### config.mk
export PLATFORM = sky130hd
export DESIGN_NAME = reference_sweep_flat
export DESIGN_NICKNAME = d
export VERILOG_FILES = /design/src/rtl/caf_pkg.sv /design/src/rtl/reference_sweep_if.sv /design/src/rtl/ref_sample_fifo.sv /design/src/rtl/reference_sweep.sv /design/src/flat_wrapper.sv
export SDC_FILE = /design/constraint.sdc
export NUM_CORES = 1
export LEC_CHECK = 0
export ABC_AREA = 1
export BUFFER_PORTS_ARGS = -buffer_cell sky130_fd_sc_hd__buf_4
export CAP_MARGIN = 20
export CORE_ASPECT_RATIO = 0.8
export CORE_MARGIN = 2
export CORE_UTILIZATION = 40
export DETAILED_ROUTE_END_ITERATION = 7
export GPL_ROUTABILITY_DRIVEN = 1
export PLACE_DENSITY = 0.73
export REMOVE_ABC_BUFFERS = 1
export SLEW_MARGIN = 40
export SYNTH_ARGS = -nofsm -noshare
export SYNTH_HDL_FRONTEND = slang
export SYNTH_SLANG_ARGS = --single-unit
### constraint.sdc
create_clock -name clk -period 2.3 [get_ports clk]
set_clock_uncertainty 0.2 [all_clocks]
set_input_delay 0.23 -clock clk [delete_from_list [all_inputs] [get_ports clk]]
set_output_delay 0.23 -clock clk [all_outputs]
set_load 0.02 [all_outputs]
### src/rtl/caf_pkg.sv
// Shared types and constants for the CAF reference read path.
package caf_pkg;

   localparam int REF_READ_LATENCY = 2;
   localparam int I_BITS = 12;
   localparam int Q_BITS = 12;

   typedef enum logic [1:0] {
      IDLE,
      ISSUE,
      DRAIN
   } sweep_state_t;

   typedef struct packed {
      logic                     last;
      logic signed [I_BITS-1:0] i;
      logic signed [Q_BITS-1:0] q;
   } ref_sample_t;

endpackage

### src/rtl/reference_sweep_if.sv
// Downstream sample stream from the sweep to the correlator.
interface reference_sweep_if;
   import caf_pkg::*;

   logic                     out_valid;
   logic                     out_ready;
   logic                     out_last;
   logic signed [I_BITS-1:0] out_i;
   logic signed [Q_BITS-1:0] out_q;

   modport master (
      output out_valid,
      output out_i,
      output out_q,
      output out_last,
      input  out_ready
   );

   modport slave (
      input  out_valid,
      input  out_i,
      input  out_q,
      input  out_last,
      output out_ready
   );
endinterface

### src/rtl/ref_sample_fifo.sv
// Synchronous FIFO with registered storage and an occupancy count.
module ref_sample_fifo #(
   parameter int WIDTH = 25,
   parameter int DEPTH = 4
) (
   input  logic                     clk,
   input  logic                     rst_n,
   input  logic                     i_push,
   input  logic [WIDTH-1:0]         i_data,
   input  logic                     i_pop,
   output logic [WIDTH-1:0]         o_data,
   output logic                     o_empty,
   output logic [$clog2(DEPTH):0]   o_count
);
   localparam int AW = $clog2(DEPTH);
   localparam int CW = AW + 1;

   logic [WIDTH-1:0] r_mem [DEPTH];
   logic [AW-1:0]    r_wptr;
   logic [AW-1:0]    r_rptr;
   logic [CW-1:0]    r_count;
   logic             w_push;
   logic             w_pop;

   // a full FIFO still takes a push when the head leaves in the same cycle
   assign w_pop  = i_pop && (r_count != '0);
   assign w_push = i_push && ((r_count != CW'(DEPTH)) || w_pop);

   always_ff @(posedge clk or negedge rst_n) begin
      if (!rst_n) begin
         for (int k = 0; k < DEPTH; k++) r_mem[k] <= '0;
         r_wptr  <= '0;
         r_rptr  <= '0;
         r_count <= '0;
      end else begin
         if (w_push) begin
            r_mem[r_wptr] <= i_data;
            r_wptr        <= r_wptr + AW'(1);
         end
         if (w_pop) r_rptr <= r_rptr + AW'(1);
         unique case ({w_push, w_pop})
            2'b10:   r_count <= r_count + CW'(1);
            2'b01:   r_count <= r_count - CW'(1);
            default: r_count <= r_count;
         endcase
      end
   end

   assign o_data  = r_mem[r_rptr];
   assign o_empty = (r_count == '0);
   assign o_count = r_count;
endmodule

### src/rtl/reference_sweep.sv
// Issues one circular sweep of reference-buffer reads and streams
// the returned I/Q samples downstream under credit-based flow control.
module reference_sweep
   import caf_pkg::*;
#(
   parameter int BUFFER_LENGTH = 10,
   parameter int INDEX_BITS    = 4,
   parameter int FIFO_DEPTH    = 4
) (
   input  logic                     clk,
   input  logic                     rst_n,
   input  logic                     start,
   input  logic [INDEX_BITS-1:0]    offset,
   output logic                     busy,
   output logic                     done,
   output logic                     m_axi_rvalid,
   output logic                     m_axi_rready,
   output logic [INDEX_BITS-1:0]    m_axi_raddr,
   input  logic                     s_axi_rready,
   input  logic signed [I_BITS-1:0] ref_i,
   input  logic signed [Q_BITS-1:0] ref_q,
   input  logic                     s_axi_data_rvalid,
   reference_sweep_if.master        dn
);
   localparam int CW = $clog2(FIFO_DEPTH) + 1;
   localparam logic [INDEX_BITS-1:0] LAST_IDX = INDEX_BITS'(BUFFER_LENGTH - 1);
   localparam logic [CW:0]           DEPTH_C  = (CW + 1)'(FIFO_DEPTH);

   sweep_state_t          r_state;
   sweep_state_t          w_next;
   logic [INDEX_BITS-1:0] r_addr;
   logic [INDEX_BITS-1:0] r_iss_cnt;
   logic [INDEX_BITS-1:0] r_push_cnt;
   logic [CW-1:0]         r_inflight;
   logic [CW-1:0]         w_count;
   logic                  r_done;
   logic                  w_start_ok;
   logic                  w_room;
   logic                  w_issue;
   logic                  w_accept;
   logic                  w_pop;
   logic                  w_empty;
   ref_sample_t           w_push_data;
   ref_sample_t           w_head;

   assign w_start_ok = start && (offset <= LAST_IDX);
   // credits = depth - fifo_count - inflight; issue only while positive
   assign w_room   = ({1'b0, w_count} + {1'b0, r_inflight}) < DEPTH_C;
   assign w_issue  = (r_state == ISSUE) && s_axi_rready && w_room;
   assign w_accept = s_axi_data_rvalid && (r_inflight != '0);
   assign w_pop    = !w_empty && dn.out_ready;

   assign w_push_data = '{last: (r_push_cnt == LAST_IDX), i: ref_i, q: ref_q};

   ref_sample_fifo #(
      .WIDTH($bits(ref_sample_t)),
      .DEPTH(FIFO_DEPTH)
   ) u_fifo (
      .clk     (clk),
      .rst_n   (rst_n),
      .i_push  (w_accept),
      .i_data  (w_push_data),
      .i_pop   (w_pop),
      .o_data  (w_head),
      .o_empty (w_empty),
      .o_count (w_count)
   );

   always_comb begin
      w_next = r_state;
      unique case (r_state)
         IDLE:    if (w_start_ok) w_next = ISSUE;
         ISSUE:   if (w_issue && (r_iss_cnt == LAST_IDX)) w_next = DRAIN;
         DRAIN:   if (r_done) w_next = IDLE;
         default: w_next = IDLE;
      endcase
   end

   always_ff @(posedge clk or negedge rst_n) begin
      if (!rst_n) begin
         r_state    <= IDLE;
         r_addr     <= '0;
         r_iss_cnt  <= '0;
         r_push_cnt <= '0;
         r_inflight <= '0;
         r_done     <= 1'b0;
      end else begin
         r_state <= w_next;
         if ((r_state == IDLE) && w_start_ok) begin
            r_addr     <= offset;
            r_iss_cnt  <= '0;
            r_push_cnt <= '0;
         end else begin
            if (w_issue) begin
               r_addr    <= (r_addr == LAST_IDX) ? '0 : r_addr + INDEX_BITS'(1);
               r_iss_cnt <= r_iss_cnt + INDEX_BITS'(1);
            end
            if (w_accept) r_push_cnt <= r_push_cnt + INDEX_BITS'(1);
         end
         unique case ({w_issue, w_accept})
            2'b10:   r_inflight <= r_inflight + CW'(1);
            2'b01:   r_inflight <= r_inflight - CW'(1);
            default: r_inflight <= r_inflight;
         endcase
         // done stays high one cycle; DRAIN leaves on it so busy drops with it
         r_done <= (r_state == DRAIN) && w_pop && w_head.last;
      end
   end

   assign busy         = (r_state != IDLE);
   assign done         = r_done;
   assign m_axi_rvalid = w_issue;
   assign m_axi_rready = rst_n;
   assign m_axi_raddr  = r_addr;

   assign dn.out_valid = !w_empty;
   assign dn.out_i     = w_head.i;
   assign dn.out_q     = w_head.q;
   assign dn.out_last  = w_head.last;
endmodule
### src/flat_wrapper.sv
// flat-port wrapper written by rule: the top's interface ports become plain ports
module reference_sweep_flat import caf_pkg::*;
#(
   parameter int BUFFER_LENGTH = 10,
   parameter int INDEX_BITS    = 4,
   parameter int FIFO_DEPTH    = 4
)
  (clk, rst_n, start, offset, busy, done, m_axi_rvalid, m_axi_rready, m_axi_raddr, s_axi_rready, ref_i, ref_q, s_axi_data_rvalid, dn_out_valid, dn_out_i, dn_out_q, dn_out_last, dn_out_ready);
  reference_sweep_if dn_i ();
  input  logic clk;
  input  logic rst_n;
  input  logic start;
  input  logic [INDEX_BITS-1:0] offset;
  output logic busy;
  output logic done;
  output logic m_axi_rvalid;
  output logic m_axi_rready;
  output logic [INDEX_BITS-1:0] m_axi_raddr;
  input  logic s_axi_rready;
  input  logic signed [I_BITS-1:0] ref_i;
  input  logic signed [Q_BITS-1:0] ref_q;
  input  logic s_axi_data_rvalid;
  output wire logic [$bits(dn_i.out_valid)-1:0] dn_out_valid;
  output wire logic [$bits(dn_i.out_i)-1:0] dn_out_i;
  output wire logic [$bits(dn_i.out_q)-1:0] dn_out_q;
  output wire logic [$bits(dn_i.out_last)-1:0] dn_out_last;
  input wire logic [$bits(dn_i.out_ready)-1:0] dn_out_ready;
  assign dn_out_valid = dn_i.out_valid;
  assign dn_out_i = dn_i.out_i;
  assign dn_out_q = dn_i.out_q;
  assign dn_out_last = dn_i.out_last;
  assign dn_i.out_ready = dn_out_ready;
  reference_sweep #(.BUFFER_LENGTH(BUFFER_LENGTH), .INDEX_BITS(INDEX_BITS), .FIFO_DEPTH(FIFO_DEPTH)) u_core (.clk(clk), .rst_n(rst_n), .start(start), .offset(offset), .busy(busy), .done(done), .m_axi_rvalid(m_axi_rvalid), .m_axi_rready(m_axi_rready), .m_axi_raddr(m_axi_raddr), .s_axi_rready(s_axi_rready), .ref_i(ref_i), .ref_q(ref_q), .s_axi_data_rvalid(s_axi_data_rvalid), .dn(dn_i));
endmodule
==> summary.txt, run 1 <==
Outcome
  • Status: completed

Detailed routing
  • Post-route DRC: 0
  • Vias: roughly 4900
  • DRT Wirelength: around 14000 um
  • Final ANT Viol Nets: 0
  • DR iter-0 viols: approximately 380
  • First-pass DRT Iterations: 5
  • WL per Instance: ~14 um
  • Vias per cell: 5.00

Flow run
  • Max-cap violations: 0

Synth
  • Unique cell type count in the Yosys netlist: 27
  • Post-Syn Instances: 673
  • Register area share after synthesis: 0.543
  • Post-synth top area share: 0.543
  • Yosys Warn Count: 0
  • Cell Area, Synth: around 5800 um^2
  • Area contributors post-synth: dfrtp_1, o21ai_0, nand2_1
  • Avg Cell Area, Syn: 8.56 um^2
  • Largest area contributor in the netlist: dfrtp_1
  • Register bit total from synthesis: 125

Power
  • Worst ir drop on vdd: between 700 and 800 uV
  • Pwr Total: approximately 12 mW
  • Leakage: between 3 and 4 nW
  • Power per cell area: roughly 1600 nW/um^2

Clocking
  • Clk slew on worst S/H paths: roughly 0.060 ns
  • Cts bufs inserted: 17
  • H-Tree Depth: 4
  • Clock sink total: between 100 and 150
  • CTS tree: done
  • Latest clock arrival within the worst-skew pair: a little over 0.4 ns
  • Clock Tree Buf Depth: 2
  • Clk Tree Root Cell: clkbuf_16

Timing
  • Post-route clock period utilization: 0.972
  • Final setup fails: 0
  • Least-Margin Pin Slew: around 0.75 ns
  • Final Max Tran Viols: 0
  • Post-layout min period: roughly 2.2 ns
  • Final hold violations: 0
  • Unrepaired setup endpoints after global routing: true
  • Fmax: around 0.45 GHz
  • Final Hold Slack: 0.204 ns
  • Slew margin rel.: 0.497

Setup path
  • Critical path peak fanout: 4
  • CP peak stage delay: around 0.45 ns
  • CP endpoint kind: register
  • Worst path slowest cell: dfrtp_2
  • Reg2reg setup slack: about 0.064 ns
  • Nature of the critical path startpoint: register
  • RR Endpoint: u_core.r_inflight[2]
  • Worst reg2reg path startpoint: u_core.r_inflight[1]
  • Worst r2r path cells: 11
  • Worst path cell trace: ha_4, nand3_2, nand2_2, inv_2, nand2_2, ha_4, inv_4, fa_2, a21oi_2, o21ai_2, xor2_1
  • Cell family with most CP delay: adder cells
  • WS Path Type: reg2reg
  • WP data required: roughly 2.4 ns
  • WP data arrival: approximately 2.3 ns
  • CP bufs+invs: 2

GRT
  • Met1 Usage GRT: 0.254
  • Vias in the first global route: ~4600
  • Most Crowded Layer GR: met2
  • Routing usage on met3: 0.0499
  • GRT Total Usage: 0.185
  • Largest net degree at the start of global routing: roughly 130
  • Grt met2 use: 0.294
  • Initial antenna violation count: 0
  • Gr ovfl total: 0
  • First-pass GRT wire length: about 23000 um

Floorplanning
  • Core box area: between 10000 and 15000 um^2
  • # IOs: a little under 70
  • Die height: around 110 um
  • Initial core utilization: 0.406
  • Die X: 138 um
  • Total die area: approximately 15000 um^2
  • Num rows: 39

Placed design
  • HPWL after DPL: ~7900 um
  • RePlAce Congestion: roughly 0.84
  • Count of buffers from port buffering: 67

Finish
  • Commonest non-fill, non-tap cell in the layout: nand2_1
  • Final nets: roughly 800
  • FILL cells: about 1300
  • Layout cell share with drive strength beyond 1: 0.184
  • # diodes: 0
  • Most frequent cells in the layout: nand2_1, o21ai_0, dfrtp_1
  • Area grow syn2layout: 30.8%

Min path
  • HP Class: in2async
-- worst register-to-register path, stage by stage, from the launching register on --
cell and delay (ns):
dfrtp_2 0.45, ha_4 0.27, nand3_2 0.05, nand2_2 0.10, inv_2 0.04, nand2_2 0.08, ha_4 0.14, inv_4 0.04
fa_2 0.37, a21oi_2 0.15, o21ai_2 0.07, xor2_1 0.15
-- cell usage after synthesis, drive strengths merged --
cell type and instances:
a21boi 1, a21oi 6, and3b 1, buf 20, clkbuf 18, dfrtp 125
fa 2, ha 12, inv 55, nand2 151, nand3 18, nand3b 1
nand4 2, nor2 68, nor3 2, o21ai 157, o21bai 1, o22ai 24
or2 1, xnor2 2, xor2 6
-- worst max-delay path by stage --
| stage | from | slack, ns | endpoint | cells after the start |
|---|---|---|---|---|
| finish | u_core.r_inflight[1] | 0.06 | u_core.r_inflight[2] | 11 |
| global route | u_core.r_inflight[1] | -0.01 | u_core.r_inflight[2] | 11 |
| CTS | u_core.u_fifo.o_count[1] | 0.003 | u_core.r_inflight[2] | 11 |
| detailed placement | u_core.u_fifo.o_count[1] | 0.02 | u_core.r_inflight[2] | 11 |
| global placement | u_core.u_fifo.o_count[1] | 0.06 | u_core.r_inflight[2] | 11 |
| floorplan | u_core.u_fifo.r_rptr[0] | -0.29 | dn_out_i[0] | 3 |
-- routing by layer --
layer	up-vias	wire length [um]
met5	-	0
met4	0	153
met3	12	772
met2	136	6530
met1	2300	6370
li1	2413	-
-- metrics by stage --
step	setup TNS (ns)	instances	setup slack [ns]	cell area (um^2)	util
final	0	972	0.0644	7540	0.531
after CTS	0	968	0.00275	7440	0.524
after detailed placement	0	904	0.0236	6520	0.459
after global placement	0	904	0.0594	6520	0.459
after floorplan	-7.31	635	-0.288	5560	-
after global routing	-0.0207	972	-0.0133	7540	0.531
-- registers in the layout, summed over array words and instances (netlist names), 2 cells and up --
| name | count |
|---|---|
| u_core.u_fifo.r_wptr | 2 |
| u_core.r_state | 2 |
| u_core.u_fifo.r_mem | 100 |
| u_core.m_axi_raddr | 4 |
| u_core.r_inflight | 3 |
| u_core.r_iss_cnt | 4 |
| u_core.u_fifo.o_count | 3 |
| u_core.r_push_cnt | 4 |
| u_core.u_fifo.r_rptr | 2 |
-- layout make-up --
class | count | area (um^2) | area share
Clock inverter | 10 | 111 | 0.0148
Multi-Input combinational cell | 455 | 2300 | 0.305
Clock buffer | 22 | 484 | 0.0642
Timing Repair Buffer | 121 | 1080 | 0.143
Inverter | 55 | 209 | 0.0277
Sequential cell | 125 | 3130 | 0.415
Tap cell | 184 | 230 | 0.0305
-- where the power goes --
part | total, mW | leakage [nW] | switching (mW) | internal [mW]
registers | 3.80 | 1.56 | 0.592 | 3.21
logic | 5.33 | 1.83 | 3.17 | 2.16
clock network | 2.68 | 0.288 | 0.970 | 1.71
-- kinds of logic after synthesis --
| family | count (synthesis) | synth area share |
|---|---|---|
| AND/OR/NAND/NOR | 244 | 0.170 |
| AO/OA/AOI/OAI | 189 | 0.172 |
| flip-flops | 125 | 0.543 |
| buffers and inverters | 93 | 0.0701 |
| adder cells (fa/ha/maj) | 14 | 0.0330 |
| XOR/XNOR | 8 | 0.0122 |
-- what timing repair did --
| action | in CTS | in global routing |
|---|---|---|
| hold buffers | 32 | 0 |
| endpoints found under the hold margin | 224 | 0 |
| endpoints found under the setup margin | 0 | 4 |
| resized for setup | 0 | 25 |
| buffers inserted | 0 | 4 |
Note: power is estimated with default switching activity, not from simulation.
==> run 2: changes to the inputs <==
--- a/config.mk
+++ b/config.mk
@@ -14,6 +14,7 @@
 export DETAILED_ROUTE_END_ITERATION = 7
 export GPL_ROUTABILITY_DRIVEN = 1
 export PLACE_DENSITY = 0.73
+export RECOVER_POWER = 100
 export REMOVE_ABC_BUFFERS = 1
 export SLEW_MARGIN = 40
 export SYNTH_ARGS = -nofsm -noshare
==> run 2 against run 1 <==
Against the previous run:
- clock-buffer cell count stayed put
- routed wire length hardly changed
- power is 0.11% lower
- largest cell class unchanged
- highest routed layer unchanged
==> summary.txt, run 2 (synthesis gave the netlist of run 1 again) <==
Clocking
  • Cts bufs inserted: 17
  • CTS tree: done
  • Latest clock arrival within the worst-skew pair: ~0.41 ns
  • H-Tree Depth: 4
  • Clock sink total: ~130
  • Clock Tree Buf Depth: 2
  • Clk slew on worst S/H paths: roughly 0.06 ns
  • Clk Tree Root Cell: clkbuf_16

Placed design
  • Count of buffers from port buffering: 67
  • Placed cell count: 904
  • Place WS: 0.0236 ns
  • Post-DP Area: ~6500 um^2
  • RePlAce Congestion: 0.836
  • HPWL after DPL: 7900 um

Finish
  • # diodes: 0
  • Commonest non-fill, non-tap cell in the layout: nand2_1
  • Max reg flops: 100
  • Area of all placed cells without fillers: around 7500 um^2
  • Area grow syn2layout: 30.6%
  • Fin cells: a little under 1000
  • Most frequent cells in the layout: nand2_1, o21ai_0, dfrtp_1
  • Biggest register: u_core.u_fifo.r_mem
  • Layout cell share with drive strength beyond 1: 0.183
  • Final nets: between 800 and 900
  • FILL cells: between 1000 and 1500

Setup path
  • WP data arrival: around 2.3 ns
  • Worst reg2reg path startpoint: u_core.r_inflight[1]
  • Nature of the critical path startpoint: register
  • Critical path peak fanout: 4
  • WS Path Type: reg2reg
  • Critical path startpoint: u_core.r_inflight[1]
  • WP data required: around 2.4 ns
  • Reg2reg setup slack: approximately 0.065 ns
  • CP endpoint kind: register

Detailed routing
  • DR iter-0 viols: between 400 and 500
  • Vias per cell: 4.98
  • Post-route DRC: 0
  • WL per Instance: between 10 and 15 um
  • DRT Wirelength: 13800 um
  • Vias: between 4000 and 5000
  • First-pass DRT Iterations: 5
  • Final ANT Viol Nets: 0

Power
  • Leakage: between 3 and 4 nW
  • Switching power share of the total: 0.400
  • Combinational share of power: 0.451
  • Net Sw Power: ~4.7 mW
  • Worst ir drop on vdd: 745 uV
  • Power per cell area: about 1600 nW/um^2
  • Clock power share: 0.227
  • Pwr Total: 11.8 mW
  • Flop pwr share: 0.322
  • Internal: between 7 and 8 mW

GRT
  • Gr ovfl total: 0
  • Initial antenna violation count: 0
  • Vias in the first global route: 4647
  • Largest net degree at the start of global routing: roughly 130
  • GRT Total Usage: 0.185
  • First-pass GRT wire length: 23200 um

Floorplanning
  • Core box area: about 14000 um^2
  • Die height: 111 um
  • Die X: about 140 um
  • Initial core utilization: 0.406
  • Total die area: ~15000 um^2
  • # IOs: 68
  • Num rows: 39

Outcome
  • Status: completed

Timing
  • Post-route clock period utilization: 0.972
  • Worst Slack Setup Final: approximately 0.065 ns
  • Final setup fails: 0
  • Final Max Tran Viols: 0
  • Unrepaired setup endpoints after global routing: true
  • Least-Margin Pin Slew: between 1 and 1.5 ns
  • Final hold violations: 0
  • Slew margin rel.: 0.247
  • Final Hold Slack: roughly 0.22 ns
  • Post-layout min period: between 2 and 2.5 ns
  • Fmax: 0.447 GHz

Min path
  • Hold_sp: s_axi_rready
  • HP Class: in2reg

Flow run
  • Max-cap violations: 0
[run 2: repair_timing]
item | in CTS | in global routing
setup endpoints to repair | 0 | 4
hold endpoints to repair | 224 | 0
setup buffers | 0 | 4
resized for setup | 0 | 25
hold buffers | 32 | 0
[run 2: layer usage]
| metal | GRT usage | routed length [um] | vias up |
|---|---|---|---|
| met3 | 0.0499 | 659 | 10 |
| met2 | 0.294 | 6570 | 118 |
| met1 | 0.254 | 6460 | 2307 |
| met4 | 0.0510 | 154 | 0 |
| met5 | 0 | 0 | - |
| li1 | - | - | 2408 |
[run 2: path summary, 6_finish.rpt]
check,end,cells after the start
max in group asynchronous,u_core.r_inflight[0],3
min in group asynchronous,u_core.u_fifo.r_mem[12],3
min,u_core.r_inflight[0],6
max,u_core.r_inflight[2],11
min reg2reg,u_core.u_fifo.r_mem[50],2
max reg2reg,u_core.r_inflight[2],11
[run 2: power by group through the flow]
stage | registers, mW | logic, mW | clock network (mW)
after global routing | 3.93 | 5.95 | 2.83
after detailed placement | 3.79 | 5.05 | 0
after floorplan | 3.80 | 3.04 | 0
after CTS | 3.77 | 5.15 | 2.71
final | 3.80 | 5.32 | 2.68
after global placement | 3.76 | 4.96 | 0
[run 2: area by class of cell]
class	instances	area [um^2]	area share
Sequential cell	125	3130	0.416
Multi-Input combinational cell	455	2300	0.305
Timing Repair Buffer	121	1060	0.141
Clock buffer	22	484	0.0643
Tap cell	184	230	0.0306
Inverter	55	209	0.0278
Clock inverter	10	111	0.0148
[run 2: per-stage QoR]
step	TNS, ns	util
finish	0	0.530
global placement	0	0.459
detailed placement	0	0.459
global route	-0.0207	0.530
floorplan	-7.31	-
CTS	0	0.524
[run 2: critical path, stage by stage, from the launching register on]
cell and delay [ns]:
dfrtp_2 0.45, ha_4 0.27, nand3_2 0.05, nand2_2 0.10, inv_2 0.04, nand2_2 0.08
ha_4 0.14, inv_4 0.04, fa_2 0.37, a21oi_2 0.15, o21ai_2 0.07, xor2_1 0.15
